==> src/rtl/mem_scan_ram.sv <==
// mem_scan_ram: writable memory stage that feeds the downstream display lookup.
// Writes from the switches commit on a wr_en rising edge, one write per press.
// Reads come either from the rd_addr switches (MANUAL mode) or from an internal
// pointer that advances every SCAN_DIV clocks (SCAN mode). The read is registered,
// so addr_out/data_out appear one cycle after the address is presented.
//
// Ports:
//   clk_2     in   single clock, rising edge
//   reset     in   asynchronous, active-high reset
//   rd_addr   in   MANUAL-mode read address
//   wr_addr   in   write address
//   wr_data   in   write data
//   wr_en     in   write request level, acted on at its rising edge
//   scan_en   in   1 = SCAN, 0 = MANUAL
//   addr_out  out  registered address of the word on data_out
//   data_out  out  registered read data
//   wr_pulse  out  one-cycle strobe on the cycle a write commits
//   scanning  out  high while the FSM is in SCAN
module mem_scan_ram #(
    parameter int unsigned ADDR_WIDTH = 2,
    parameter int unsigned DATA_WIDTH = 4,
    parameter int unsigned SCAN_DIV   = 4
) (
    input  logic                  clk_2,
    input  logic                  reset,
    input  logic [ADDR_WIDTH-1:0] rd_addr,
    input  logic [ADDR_WIDTH-1:0] wr_addr,
    input  logic [DATA_WIDTH-1:0] wr_data,
    input  logic                  wr_en,
    input  logic                  scan_en,
    output logic [ADDR_WIDTH-1:0] addr_out,
    output logic [DATA_WIDTH-1:0] data_out,
    output logic                  wr_pulse,
    output logic                  scanning
);

    localparam int unsigned DEPTH = 1 << ADDR_WIDTH;
    localparam int unsigned DIV_W = (SCAN_DIV > 1) ? $clog2(SCAN_DIV) : 1;
    localparam logic [DIV_W-1:0] DIV_LAST = DIV_W'(SCAN_DIV - 1);

    typedef enum logic {
        ST_MANUAL = 1'b0,
        ST_SCAN   = 1'b1
    } state_t;

    state_t                state;
    state_t                state_nxt;
    logic [DATA_WIDTH-1:0] mem [DEPTH];
    logic [ADDR_WIDTH-1:0] ptr;
    logic [ADDR_WIDTH-1:0] ptr_nxt;
    logic [DIV_W-1:0]      div_cnt;
    logic [DIV_W-1:0]      div_cnt_nxt;
    logic                  wr_en_q;
    logic                  commit_c;
    logic [ADDR_WIDTH-1:0] cur_c;

    // Power-on contents; entries beyond the first four clear to zero.
    function automatic logic [DATA_WIDTH-1:0] reset_word(input int unsigned idx);
        case (idx)
            32'd0:   reset_word = DATA_WIDTH'(4'b0110);
            32'd1:   reset_word = DATA_WIDTH'(4'b1100);
            32'd2:   reset_word = DATA_WIDTH'(4'b1001);
            32'd3:   reset_word = DATA_WIDTH'(4'b0101);
            default: reset_word = '0;
        endcase
    endfunction

    // Rising-edge detect; wr_en_q resets high so a held switch never writes on release.
    assign commit_c = wr_en & ~wr_en_q;

    // State register.
    always_ff @(posedge clk_2 or posedge reset) begin
        if (reset) begin
            state <= ST_MANUAL;
        end else begin
            state <= state_nxt;
        end
    end

    // Next-state logic.
    always_comb begin
        state_nxt = state;
        case (state)
            ST_MANUAL: if (scan_en)  state_nxt = ST_SCAN;
            ST_SCAN:   if (!scan_en) state_nxt = ST_MANUAL;
            default:   state_nxt = ST_MANUAL;
        endcase
    end

    // Output/datapath logic: read address select and scan stepping.
    always_comb begin
        ptr_nxt     = ptr;
        div_cnt_nxt = div_cnt;
        cur_c       = rd_addr;
        if (state == ST_SCAN) begin
            cur_c = ptr;
            if (div_cnt == DIV_LAST) begin
                div_cnt_nxt = '0;
                ptr_nxt     = ptr + ADDR_WIDTH'(1);
            end else begin
                div_cnt_nxt = div_cnt + DIV_W'(1);
            end
        end
        // A fresh scan entry always starts a full dwell on the held pointer.
        if ((state == ST_MANUAL) && (state_nxt == ST_SCAN)) begin
            div_cnt_nxt = '0;
        end
    end

    // Registered datapath, memory and outputs. Read uses the pre-write word (read-old).
    always_ff @(posedge clk_2 or posedge reset) begin
        if (reset) begin
            for (int unsigned i = 0; i < DEPTH; i++) begin
                mem[i] <= reset_word(i);
            end
            ptr      <= '0;
            div_cnt  <= '0;
            wr_en_q  <= 1'b1;
            addr_out <= '0;
            data_out <= '0;
            wr_pulse <= 1'b0;
            scanning <= 1'b0;
        end else begin
            if (commit_c) begin
                mem[wr_addr] <= wr_data;
            end
            ptr      <= ptr_nxt;
            div_cnt  <= div_cnt_nxt;
            wr_en_q  <= wr_en;
            addr_out <= cur_c;
            data_out <= mem[cur_c];
            wr_pulse <= commit_c;
            scanning <= (state_nxt == ST_SCAN);
        end
    end

endmodule
==> config.mk <==
export PLATFORM = sky130hd
export DESIGN_NAME = mem_scan_ram
export DESIGN_NICKNAME = d
export VERILOG_FILES = /design/src/rtl/mem_scan_ram.sv
export SDC_FILE = /design/constraint.sdc
export NUM_CORES = 1
export LEC_CHECK = 0
export CORE_ASPECT_RATIO = 1.2
export CORE_MARGIN = 2
export CORE_UTILIZATION = 55
export DETAILED_ROUTE_END_ITERATION = 8
export PLACE_DENSITY = 0.82
export SYNTH_ARGS = -nofsm -noshare
export SYNTH_HDL_FRONTEND = slang
export SYNTH_SLANG_ARGS = --single-unit
==> constraint.sdc <==
create_clock -name clk_2 -period 2.4 [get_ports clk_2]
set_clock_uncertainty 0.05 [all_clocks]
set_input_delay 0.24 -clock clk_2 [delete_from_list [all_inputs] [get_ports clk_2]]
set_output_delay 0.24 -clock clk_2 [all_outputs]
set_load 0.005 [all_outputs]
==> impl_metrics.env <==
export IMPL_ys_seq_area_frac=0.612
export IMPL_internal_power_uw=981
export IMPL_finalCritPeriodShare=0.705
export IMPL_antenna_found_initial=0
export IMPL_cts_setup_buffers=0
export IMPL_cts_tree="done"
export IMPL_hpwlAfterDp_mm=1.29
export IMPL_dieWidth_um=46.7
export IMPL_irDropWorstVdd_v=0.000642
export IMPL_num_antenna_cells=0
export IMPL_crit_chain="clkdlybuf4s50_1"
export IMPL_wire_per_inst_um=13.4
export IMPL_via_per_inst=4.97
export IMPL_worst_pin_slew_ps=729
export IMPL_grt_pass1_vias=655
export IMPL_ys_types=18
export IMPL_ios=20
export IMPL_cts_buffers=5
export IMPL_die_area_mm2=0.00258
export IMPL_cts_buffer_depth=2
export IMPL_cp_end_kind="output port"
export IMPL_wl_mm=1.81
export IMPL_grt_pass1_wl_mm=3.02
export IMPL_drt_pass1_iterations=3
export IMPL_maxSlewViolCount=0
export IMPL_p_per_area_mw_per_mm2=904
export IMPL_pwr_share_seq=0.531
export IMPL_syn_num_nets=91
export IMPL_synth_avg_cell_area_um2=15.4
export IMPL_row_count=18
export IMPL_critPathLaunchType="register"
export IMPL_report_final_hold_viol_count=0
export IMPL_cts_resized=0
export IMPL_clk_latency_ps=320
export IMPL_critPathKind="reg2out"
export IMPL_detail_route_antenna_nets=0
export IMPL_synth_seq_cells=29
export IMPL_cp_slowest_cell="clkdlybuf4s50_1"
export IMPL_reg2reg_depth=2
export IMPL_crit_required_ps=2110
export IMPL_cts_hold_fix_buffers=0
export IMPL_tns_ps=0
export IMPL_chipHeight_um=55.2
export IMPL_ys_warn_count=0
export IMPL_fin_ws_ps=709
export IMPL_leakage_uw=0.000668
export IMPL_num_vias=671
export IMPL_path_max_fanout=8
export IMPL_maxCapViolCount=0
export IMPL_rsz0062_at_grt="false"
export IMPL_syn_area_mm2=0.00120
export IMPL_setup_viol=0
export IMPL_grt_overflow_total=0
export IMPL_cts_sinks=29
export IMPL_combinationalPowerShare=0.266
export IMPL_h_tree_depth=2
export IMPL_place_port_buffers=19
export IMPL_cp_num_buf_inv=1
export IMPL_drc=0
export IMPL_power_switching_uw=356
export IMPL_grt_use_total=0.176
export IMPL_outcome="finished clean"
export IMPL_synth_cells=78
export IMPL_clk_pin_slew_ps=90
export IMPL_drive_above_1_share=0.343
export IMPL_areaGrowthSynthToFinish_pct=22.9
export IMPL_first_iter_violations=4
export IMPL_final_nets=117
export IMPL_hold_class="in2async"
export IMPL_crit_cells=1
export IMPL_cts_root_buf="clkbuf_4"
export IMPL_grt_max_degree=30
export IMPL_core_mm2=0.00207
export IMPL_min_period_ps=1690
export IMPL_clock_fmax_ghz=0.591
export IMPL_critical_path_max_stage_delay_ps=560
export IMPL_worst_path_dominant_cell_family="buffers and inverters"
export IMPL_p_sw_frac=0.266
export IMPL_arrival_ps=1400
export IMPL_share_clk_of_total_power=0.203
export IMPL_place_ws_ps=587
export IMPL_start_util=0.581
export IMPL_slew_headroom=0.500
export IMPL_gp_congestion=0.696
-- registers in the layout, summed over array words and instances (netlist names) --
register and count:
addr_out 2, wr_en_q 1, scanning 1, div_cnt 2, ptr 2, wr_pulse 1
mem 16, data_out 4
-- stage by stage --
step                      hold WS [ps]  total power, uW   util  std cells  instance area (um2)
after floorplan                    194              921      -         78                 1200
after global placement             431             1060  0.689        127                 1430
after detailed placement           436             1080  0.689        127                 1430
after CTS                          223             1360  0.714        135                 1480
after global routing               244             1430  0.714        135                 1480
final                              226             1340  0.714        135                 1480
-- cells in the final DEF, fill, tap and decap left out --
cell              n
dfstp_2           9
clkbuf_4          5
mux2i_4           1
dfrtp_1          20
clkdlybuf4s50_1  19
mux2i_1          13
nor3b_2           1
buf_4             1
or2b_1            1
nand3_1           2
ha_1              1
clkbuf_1          1
nor2_1            1
nand2_1           2
and2b_1           1
o21ai_0           1
and3b_1           2
inv_1             3
clkinv_2          2
xnor2_1           2
mux2_2           16
a22o_2            1
-- routing by layer --
metal  up-vias  part of all wire  global-route usage
met4         0                 0              0.0595
met3         0             0.063               0.111
met1       326              0.43               0.209
li1        327                 -                   -
met2        18              0.51               0.258
met5         -                 0                   0
-- cell usage after synthesis --
master,count,area (um2)
dfstp_2,9,236
xnor2_1,2,17.5
nor3b_2,1,12.5
dfrtp_1,20,500
nand2_1,2,7.51
buf_6,1,11.3
ha_1,1,12.5
nor2_1,1,3.75
inv_1,3,11.3
or2b_1,1,7.51
mux2i_4,1,22.5
nand3_1,2,10.0
mux2_2,16,180
and2b_1,1,7.51
o21ai_0,1,5.00
a22o_2,1,10.0
mux2i_1,13,130
and3b_1,2,17.5
-- area by class of cell --
type	count	area [um2]
clock buffer	6	41.3
clock inverter	2	10.0
fill	162	593
inverter	3	11.3
multi-input combinational	45	444
sequential	29	737
tap	30	37.5
timing repair buffer	20	198
-- logic make-up after synthesis --
family,share of synthesized area
AOI/OAI and AO/OA,0.0125
xor gates and xnor gates,0.0146
adders and majority gates,0.0104
buffers and inverters,0.0187
DFF,0.612
muxes,0.276
and+or+nand+nor,0.0551
-- path summary, 6_finish.rpt --
check,startpoint,to,slack [ps]
setup / recovery,scanning$_DFF_PP0_,scanning,710
hold / removal,reset,data_out[3]$_DFF_PP0_,230
setup reg to reg,scanning$_DFF_PP0_,data_out[1]$_DFF_PP0_,820
hold reg to reg,div_cnt[0]$_DFFE_PP0P_,div_cnt[0]$_DFFE_PP0P_,450
max in group asynchronous,reset,mem[14]$_DFFE_PP1P_,1750
min in group clk_2,wr_en,wr_en_q$_DFF_PP1_,300
-- worst min-delay path, stage by stage --
cell and delay (ps):
clkdlybuf4s50_1 400, inv_1 50, buf_4 320
-- power groups by stage --
| stage | registers [uW] | clock network [uW] | logic, uW |
|---|---|---|---|
| final | 711 | 271 | 355 |
| after global routing | 731 | 307 | 391 |
| after CTS | 712 | 288 | 364 |
| after detailed placement | 721 | 0 | 363 |
| after global placement | 712 | 0 | 352 |
| after floorplan | 712 | 0 | 209 |
No activity file was read; power rests on OpenSTA's default activity.
